<file path="src/rtl/calc_entry_ctrl.sv">
// Numpad-to-ALU sequencer: assembles two hex operands from key events,
// issues the chosen operation over a valid/ready handshake, waits for the
// result and drives the display and error indicator.
module calc_entry_ctrl #(
   parameter int WIDTH   = 16,
   parameter int DIGITS  = WIDTH / 4,
   parameter int TIMEOUT = 1023
) (
   input  logic             clock,
   input  logic             reset,
   input  logic [5:0]       key_value,
   output logic [WIDTH-1:0] alu_a,
   output logic [WIDTH-1:0] alu_b,
   output logic [2:0]       alu_op,
   output logic             alu_valid,
   input  logic             alu_ready,
   input  logic             alu_done,
   input  logic [WIDTH-1:0] alu_result,
   input  logic             alu_error,
   output logic [WIDTH-1:0] display,
   output logic             error_led,
   output logic             busy
);
   localparam int CW = $clog2(DIGITS + 1);
   localparam int TW = $clog2(TIMEOUT + 1);
   localparam logic [CW-1:0] CNT_FULL  = CW'(DIGITS);
   localparam logic [TW-1:0] TIMER_END = TW'(TIMEOUT - 1);

   typedef enum logic [2:0] {ST_ENTER_A, ST_ENTER_B, ST_ISSUE, ST_WAIT, ST_SHOW} state_t;
   typedef enum logic [2:0] {KEY_NONE, KEY_DIGIT, KEY_OP, KEY_CLEAR, KEY_BKSP, KEY_EQUALS} key_kind_t;

   state_t           state_q, state_d;
   logic [WIDTH-1:0] acc_q, acc_d, a_q, a_d, b_q, b_d, result_q, result_d;
   logic [CW-1:0]    cnt_q, cnt_d;
   logic [2:0]       op_q, op_d, pend_op_q, pend_op_d;
   logic             pend_valid_q, pend_valid_d, err_q, err_d;
   logic [TW-1:0]    timer_q, timer_d;

   key_kind_t        key_kind;
   logic [3:0]       key_digit;
   logic [2:0]       key_code;
   logic             do_clear;

   // Classify the raw numpad event into digit / operation / command.
   // NOTE: every signal written in an always_comb gets a default first, so no path leaves it unassigned and no latch is inferred.
   always_comb begin
      key_kind  = KEY_NONE;
      key_digit = 4'h0;
      key_code  = 3'd0;
      if (key_value[5]) begin
         if (key_value[4]) begin
            key_kind = KEY_DIGIT;
            case (key_value[3:0])
               4'd0:  key_digit = 4'h1;
               4'd1:  key_digit = 4'h4;
               4'd2:  key_digit = 4'h7;
               4'd3:  key_digit = 4'h0;
               4'd4:  key_digit = 4'h2;
               4'd5:  key_digit = 4'h5;
               4'd6:  key_digit = 4'h8;
               4'd7:  key_digit = 4'hF;
               4'd8:  key_digit = 4'h3;
               4'd9:  key_digit = 4'h6;
               4'd10: key_digit = 4'h9;
               4'd11: key_digit = 4'hE;
               4'd12: key_digit = 4'hA;
               4'd13: key_digit = 4'hB;
               4'd14: key_digit = 4'hC;
               4'd15: key_digit = 4'hD;
            endcase
         end else begin
            case (key_value[3:0])
               4'd0:    begin key_kind = KEY_OP; key_code = 3'd0; end
               4'd4:    begin key_kind = KEY_OP; key_code = 3'd1; end
               4'd8:    begin key_kind = KEY_OP; key_code = 3'd2; end
               4'd12:   begin key_kind = KEY_OP; key_code = 3'd3; end
               4'd1:    begin key_kind = KEY_OP; key_code = 3'd4; end
               4'd5:    begin key_kind = KEY_OP; key_code = 3'd5; end
               4'd9:    begin key_kind = KEY_OP; key_code = 3'd6; end
               4'd13:   begin key_kind = KEY_OP; key_code = 3'd7; end
               4'd3:    key_kind = KEY_CLEAR;
               4'd7:    key_kind = KEY_BKSP;
               4'd11:   key_kind = KEY_EQUALS;
               default: key_kind = KEY_NONE;
            endcase
         end
      end
   end

   // Next-state and register update rules for entry, issue, wait and show.
   always_comb begin
      state_d      = state_q;
      acc_d        = acc_q;
      cnt_d        = cnt_q;
      a_d          = a_q;
      b_d          = b_q;
      op_d         = op_q;
      pend_op_d    = pend_op_q;
      pend_valid_d = pend_valid_q;
      result_d     = result_q;
      err_d        = err_q;
      timer_d      = '0;
      do_clear     = 1'b0;

      case (state_q)
         ST_ENTER_A, ST_ENTER_B: begin
            case (key_kind)
               KEY_DIGIT: begin
                  if (cnt_q != CNT_FULL) begin
                     acc_d = {acc_q[WIDTH-5:0], key_digit};
                     cnt_d = cnt_q + 1'b1;
                  end
               end
               KEY_BKSP: begin
                  acc_d = acc_q >> 4;
                  if (cnt_q != '0) cnt_d = cnt_q - 1'b1;
               end
               KEY_CLEAR: do_clear = 1'b1;
               KEY_OP: begin
                  if (state_q == ST_ENTER_A) begin
                     a_d     = acc_q;
                     op_d    = key_code;
                     acc_d   = '0;
                     cnt_d   = '0;
                     state_d = ST_ENTER_B;
                  end else if (cnt_q == '0) begin
                     op_d = key_code;
                  end else begin
                     // Chained operation: remember the new operator for after the result.
                     b_d          = acc_q;
                     pend_op_d    = key_code;
                     pend_valid_d = 1'b1;
                     acc_d        = '0;
                     cnt_d        = '0;
                     state_d      = ST_ISSUE;
                  end
               end
               KEY_EQUALS: begin
                  if (state_q == ST_ENTER_B && cnt_q != '0) begin
                     b_d          = acc_q;
                     pend_valid_d = 1'b0;
                     acc_d        = '0;
                     cnt_d        = '0;
                     state_d      = ST_ISSUE;
                  end
               end
               default: ;
            endcase
         end
         ST_ISSUE: begin
            if (alu_ready) state_d = ST_WAIT;
         end
         ST_WAIT: begin
            if (alu_done || timer_q == TIMER_END) begin
               // A result arriving on the expiry cycle takes precedence over the timeout.
               if (alu_done) begin
                  result_d = alu_result;
                  err_d    = alu_error;
               end else begin
                  result_d = '0;
                  err_d    = 1'b1;
               end
               if (!alu_done || alu_error || !pend_valid_q) begin
                  pend_valid_d = 1'b0;
                  state_d      = ST_SHOW;
               end else begin
                  a_d          = alu_result;
                  op_d         = pend_op_q;
                  pend_valid_d = 1'b0;
                  acc_d        = '0;
                  cnt_d        = '0;
                  state_d      = ST_ENTER_B;
               end
            end else begin
               timer_d = timer_q + 1'b1;
            end
         end
         ST_SHOW: begin
            case (key_kind)
               KEY_DIGIT: begin
                  acc_d   = {{(WIDTH-4){1'b0}}, key_digit};
                  cnt_d   = CW'(1);
                  err_d   = 1'b0;
                  state_d = ST_ENTER_A;
               end
               KEY_OP: begin
                  if (!err_q) begin
                     a_d     = result_q;
                     op_d    = key_code;
                     acc_d   = '0;
                     cnt_d   = '0;
                     state_d = ST_ENTER_B;
                  end
               end
               KEY_EQUALS: begin
                  if (!err_q) begin
                     a_d     = result_q;
                     state_d = ST_ISSUE;
                  end
               end
               KEY_CLEAR: do_clear = 1'b1;
               default: ;
            endcase
         end
         default: state_d = ST_ENTER_A;
      endcase

      if (do_clear) begin
         state_d      = ST_ENTER_A;
         acc_d        = '0;
         cnt_d        = '0;
         a_d          = '0;
         b_d          = '0;
         op_d         = '0;
         pend_op_d    = '0;
         pend_valid_d = 1'b0;
         result_d     = '0;
         err_d        = 1'b0;
      end
   end

   // State and datapath registers with synchronous reset.
   // NOTE: sequential state uses non-blocking assignments so every flop samples pre-edge values.
   always_ff @(posedge clock) begin
      if (reset) begin
         state_q      <= ST_ENTER_A;
         acc_q        <= '0;
         cnt_q        <= '0;
         a_q          <= '0;
         b_q          <= '0;
         op_q         <= '0;
         pend_op_q    <= '0;
         pend_valid_q <= 1'b0;
         result_q     <= '0;
         err_q        <= 1'b0;
         timer_q      <= '0;
      end else begin
         state_q      <= state_d;
         acc_q        <= acc_d;
         cnt_q        <= cnt_d;
         a_q          <= a_d;
         b_q          <= b_d;
         op_q         <= op_d;
         pend_op_q    <= pend_op_d;
         pend_valid_q <= pend_valid_d;
         result_q     <= result_d;
         err_q        <= err_d;
         timer_q      <= timer_d;
      end
   end

   // Outputs decoded purely from registered state.
   always_comb begin
      display = acc_q;
      case (state_q)
         ST_ENTER_B:        display = (cnt_q == '0) ? a_q : acc_q;
         ST_ISSUE, ST_WAIT: display = a_q;
         ST_SHOW:           display = result_q;
         default:           display = acc_q;
      endcase
   end

   assign alu_a     = a_q;
   assign alu_b     = b_q;
   assign alu_op    = op_q;
   assign alu_valid = (state_q == ST_ISSUE);
   assign busy      = (state_q == ST_ISSUE) || (state_q == ST_WAIT);
   assign error_led = err_q;

endmodule

</file>
<file path="config.mk">
export PLATFORM = sky130hd
export DESIGN_NAME = calc_entry_ctrl
export DESIGN_NICKNAME = d
export VERILOG_FILES = /design/src/rtl/calc_entry_ctrl.sv
export SDC_FILE = /design/constraint.sdc
export NUM_CORES = 1
export LEC_CHECK = 0
export CAP_MARGIN = 20
export CORE_MARGIN = 2
export CORE_UTILIZATION = 50
export CTS_CLUSTER_SIZE = 12
export DETAILED_ROUTE_END_ITERATION = 10
export GPL_TIMING_DRIVEN = 0
export PLACE_DENSITY = 0.82
export SKIP_LAST_GASP = 1
export SYNTH_ARGS = -nofsm -noshare
export SYNTH_HDL_FRONTEND = slang
export SYNTH_SLANG_ARGS = --single-unit
</file>
<file path="constraint.sdc">
create_clock -name clock -period 5.92 [get_ports clock]
set_input_delay 1.184 -clock clock [delete_from_list [all_inputs] [get_ports clock]]
set_output_delay 1.184 -clock clock [all_outputs]
set_load 0.02 [all_outputs]
</file>
---- Yosys cells after proc, flatten, opt, wreduce, memory -nomap -nowiden ----
Memory sizes are Yosys's and may differ from the RTL's.
Cells that the tools add are included.
storage, ports and cells
  register bits after elaboration ......... 88
  memories ................................ 1
  word-level logic and storage cells ...... 170
  ROM bits ................................ 64
memory list
  name             words  bits a word  rd ports  clocked after Yosys merged registers in  wr ports  line  text
  (no name shown)  16     4            1         0                                        0         53    case (key_value[3:0])
cells by class
  equal/unequal tests ..................... 46
  reductions and logical operators ........ 32
  $add $sub $neg .......................... 3
  mux-type cells .......................... 74
  bitwise gates (word level) .............. 3
operators by type and width
  kind                     count
  $mux W16                 18
  $pmux W16 S3             3
  $mux W3                  27
  $pmux W16 S2             2
  $pmux W16 S4             1
  $pmux W3 S4              3
  $ne A3 B3 Y1 const B     10
  $pmux W3 S3              3
  $pmux W3 S7              1
  $eq A4 B4 Y1 const B     5
  $ne A2 B2 Y1 const B     9
  $reduce_and A7 Y1        2
  $eq A3 B2 Y1 const B     4
  $eq A4 B3 Y1 const B     3
  $pmux W3 S2              2
  $add A10 B1 Y10 const B  1
  $eq A10 B10 Y1 const B   1
  $reduce_and A10 Y1       1
  $eq A3 B3 Y1 const B     3
  $mux W1                  9
  $reduce_and A9 Y1        1
  $mux W4                  2
  $reduce_and A8 Y1        1
  $reduce_or A2 Y1         4
  other kinds (26)         42

---- Longest topological paths before layout ----
  depth in word-level cells ............... 9
  depth in mapped cells ................... 13
  depth with buffers taken out ............ 11

---- Worst setup path after synthesis ----
No wires, ideal clock.
  kind .................................... input to register
  from .................................... in key_value[1]
  to ...................................... reg cnt_q[2]
  slack ................................... 2.538 ns
  cell stages on the path ................. 13
  data required time ...................... 5.848 ns
  arrival time ............................ 3.311 ns
  path buffers ............................ 2
  cell sequence ........................... inv_1 > ha_1 > nor4b_2 > and2_0 > clkbuf_1 > buf_2 > inv_1 > fa_1 > xor2_1 > o2111ai_1 > o21ai_0 > nand4_1 > mux2i_1
between the ends
  cells in the longest elaborated chain, start to end .. 9
ends and longest elaborated chain
  item                                                        line  text
  from (decl)                                                 11    input logic [5:0] key_value,
  $eq A4 B4 Y1 (tied with other cells)                        72    case (key_value[3:0])
  $reduce_or A8 Y1 (no source line)                           -
  $pmux W3 S4 *                                               72
  $mux W3 *                                                   51    if (key_value[4]) begin
  $mux W3 *                                                   50    if (key_value[5]) begin
  branches (longest 4 deep; another with $reduce_and A10 Y1)  -
  to (signal assigned)                                        240   cnt_q <= cnt_d;
  to (decl)                                                   34    logic [CW-1:0] cnt_q, cnt_d;
Mark *: on every way between the ends.
A chain may end at the register's enable or synchronous reset.

---- Final worst setup path ----
  from .................................... reg cnt_q[0]
  to ...................................... out display[9]
between the ends
  cells in the longest elaborated chain, start to end .. 3
ends and longest elaborated chain
  item              line  text
  $logic_not A3 Y1  256   ST_ENTER_B: display = (cnt_q == '0) ? a_q : acc_q;
  $mux W16          256
  $pmux W16 S3      255   case (state_q)
  to (decl)         20    output logic [WIDTH-1:0] display,
No other way between the ends.

==> impl_metrics.tcl <==
set metrics [dict create \
    drtPass1Iterations 5 \
    startpoint_type "flop" \
    synth_ff_type "dfxtp_1" \
    fmax_ghz 0.212 \
    via_per_inst 6.21 \
    cts.sinks 88 \
    fin_skew_ns 0.0160 \
    route.met2.wl_mm 7.26 \
    clock_path_buffers 2 \
    clkTransAtPathRegs_ns 0.10 \
    min_period_ns 4.72 \
    grt_first_pass_wirelength_mm 24.3 \
    maxSlewViolCount 0 \
    synthTopCellsByArea "dfxtp_1 37%, nand2_1 5.4%, mux2i_1 5.0%" \
    grtUsageTotal 0.301 \
    p_leak_nw 2.09 \
    finish.utilization 0.641 \
    cts_buffers 9 \
    num_vias 4853 \
    avgSynthCellArea_um2 8.60 \
    hold_viol_final 0 \
    hold_buffers 0 \
    worst_slew_pin_slew_ns 1.00 \
    async_reset_ff_frac 0 \
    insertion_delay_ns 0.36 \
    highest_layer "met4" \
    ir_drop_mv 0.208 \
    end_kind "output port" \
    die_area_um2 10400 \
    synth_cell_types 72 \
    maxCapViolCount 0 \
    cp_max_fo 10 \
    yosysWarnings 0 \
    status "complete, no violations" \
    fillers 839 \
    crit_arrival_ns 3.53 \
    grt_max_degree 16 \
    chipWidth_um 102 \
    setup_violations 0 \
    antenna_found_initial 0 \
    critical_path_class "reg2out" \
    syn_nets 593 \
    port_buffers 78 \
    ys_seq_area_frac 0.367 \
    htree_levels 3 \
    dr_wl_met3_mm 1.44 \
    synthToLayoutAreaGrowth_pct 23.9 \
    drt_wl_total_mm 15.3 \
    nNetsFinal 682 \
    drc_errors 0 \
    rows 35 \
    synth-edff-count 0 \
    n_antenna_cell 0 \
    synth_top_cell_by_area "dfxtp_1" \
    rsz0062_at_grt "false" \
    first_global_vias 4752 \
    synthCells 559 \
    grt_overflow 0 \
    layout-drive-gt1-share 0.0919 \
    yosysTopAreaCellShare 0.367 \
    synthesis.area_um2 4810 \
    io-pin-count 81 \
    cts_resized 0 \
    dp_hpwl_mm 11.3 \
    fp.coreArea_um2 9280 \
    initial_core_util 0.518 \
    antenna_left 0 \
    wl_per_cell_um 19.5 \
    hp-class "reg2reg" \
    drt-initial-drc-count 426 \
    cp.required_ns 4.74 \
    postCtsSetupRepairBufs 0 \
    ys_ff_latch 88 \
    setup-tns-final_ns 0 \
    die_y_um 102 \
    cts_tree "yes" \
    clockRootBuffer "clkbuf_8" \
    timing.slew.headroom 0.326 \
    power_per_cell_area_nw_per_um2 212 \
    total_power_mw 1.26 \
    wl_met1_mm 6.24 \
    fin_crit_sh 0.797 \
    gp_congestion 0.914 \
]
-- Yosys cell counts, drive strengths merged (3+ instances only) --
cell type   n
ha          6
clkbuf     26
inv        10
a31oi       3
a32o        5
a21oi      47
and2       20
nor3       10
nor2       44
a221oi     16
or2         3
nand3b      3
dfxtp      88
a221o      18
a211oi     17
mux2i      24
nand2b      4
nand2      69
a21o        3
nand4       7
nand3      13
o211ai      3
xor2        7
o21ai      22
and3       11
nor4b      10
or3         6
a22oi      16
buf        16
-- registers in the layout (all words and copies together), names as in the netlist --
register / count
alu_b: 16
state_q: 3
error_led: 1
pend_valid_q: 1
acc_q: 16
alu_a: 16
cnt_q: 3
result_q: 16
pend_op_q: 3
alu_op: 3
timer_q: 10
-- through the flow --
stage / hold slack [ns] / cell area [um2] / setup WS, ns / std cells
after floorplan: 0.437 / 4810 / 2.54 / 559
after global placement: 0.442 / 5750 / 1.60 / 766
after detailed placement: 0.448 / 5750 / 1.53 / 766
after CTS: 0.459 / 5950 / 1.34 / 782
after global routing: 0.486 / 5950 / 0.994 / 782
final: 0.457 / 5950 / 1.20 / 782
-- layout make-up --
cell class,instances,area [um2],share of cell area
flip-flops and latches,88,1760,0.296
repair buffers,78,781,0.131
well taps,129,161,0.0271
clock inverters,5,63.8,0.0107
plain buffers,42,230,0.0387
multi-input cells,419,2780,0.466
clock buffers,11,141,0.0237
inverters,10,37.5,0.00631
-- critical path, cell delays in order, from the launching register on --
cell and delay [ns]:
dfxtp_1 0.37, nor3_1 0.47, a21oi_1 0.14, nor2_1 0.56, nor2_1 0.31, clkbuf_1 0.37
a221o_1 0.40, clkdlybuf4s50_1 0.55
-- kinds of logic after synthesis --
| family | Yosys count | synth area share |
|---|---|---|
| AO/OA/AOI/OAI | 164 | 0.253 |
| XOR/XNOR | 9 | 0.0164 |
| adder cells (fa/ha/maj) | 8 | 0.0219 |
| buffers and inverters | 52 | 0.0557 |
| flip-flops | 88 | 0.367 |
| multiplexers | 26 | 0.0547 |
| AND/OR/NAND/NOR | 212 | 0.232 |
-- final timing paths --
kind | cells after the start | slack [ns] | end | start
worst max register to register | 7 | 3.35 | alu_op[0] | state_q[1]
worst min register to register | 2 | 0.46 | alu_b[2] | alu_b[2]
worst min-delay path | 2 | 0.46 | alu_b[2] | alu_b[2]
worst max-delay path | 7 | 1.20 | display[9] | cnt_q[0]
-- per-layer routing --
metal | up-vias | global-route usage
met4 | 0 | 0.103
met2 | 241 | 0.493
li1 | 2252 | -
met1 | 2322 | 0.388
met5 | - | 0
met3 | 38 | 0.0759
-- cell usage in the layout, fill, tap and decap left out, types with 9 or more instances in the layout --
master and count:
a21oi_1 46, o21ai_0 21, a221oi_1 16, nand2_1 69, dfxtp_1 88, clkbuf_1 26
a211oi_2 11, clkbuf_8 10, and2_1 19, nor4b_1 9, nand3_1 13, and3_1 11
nor2_1 42, clkdlybuf4s50_1 78, a221o_1 17, a22oi_1 16, mux2i_1 24, nor3_1 9
inv_1 10
-- where the power goes --
group	internal (mW)	switching, mW	total, mW	leakage, nW
logic	0.0895	0.120	0.209	1.28
clock network	0.210	0.227	0.437	0.100
registers	0.604	0.0144	0.619	0.711
Note: power is estimated with default switching activity, not from simulation.
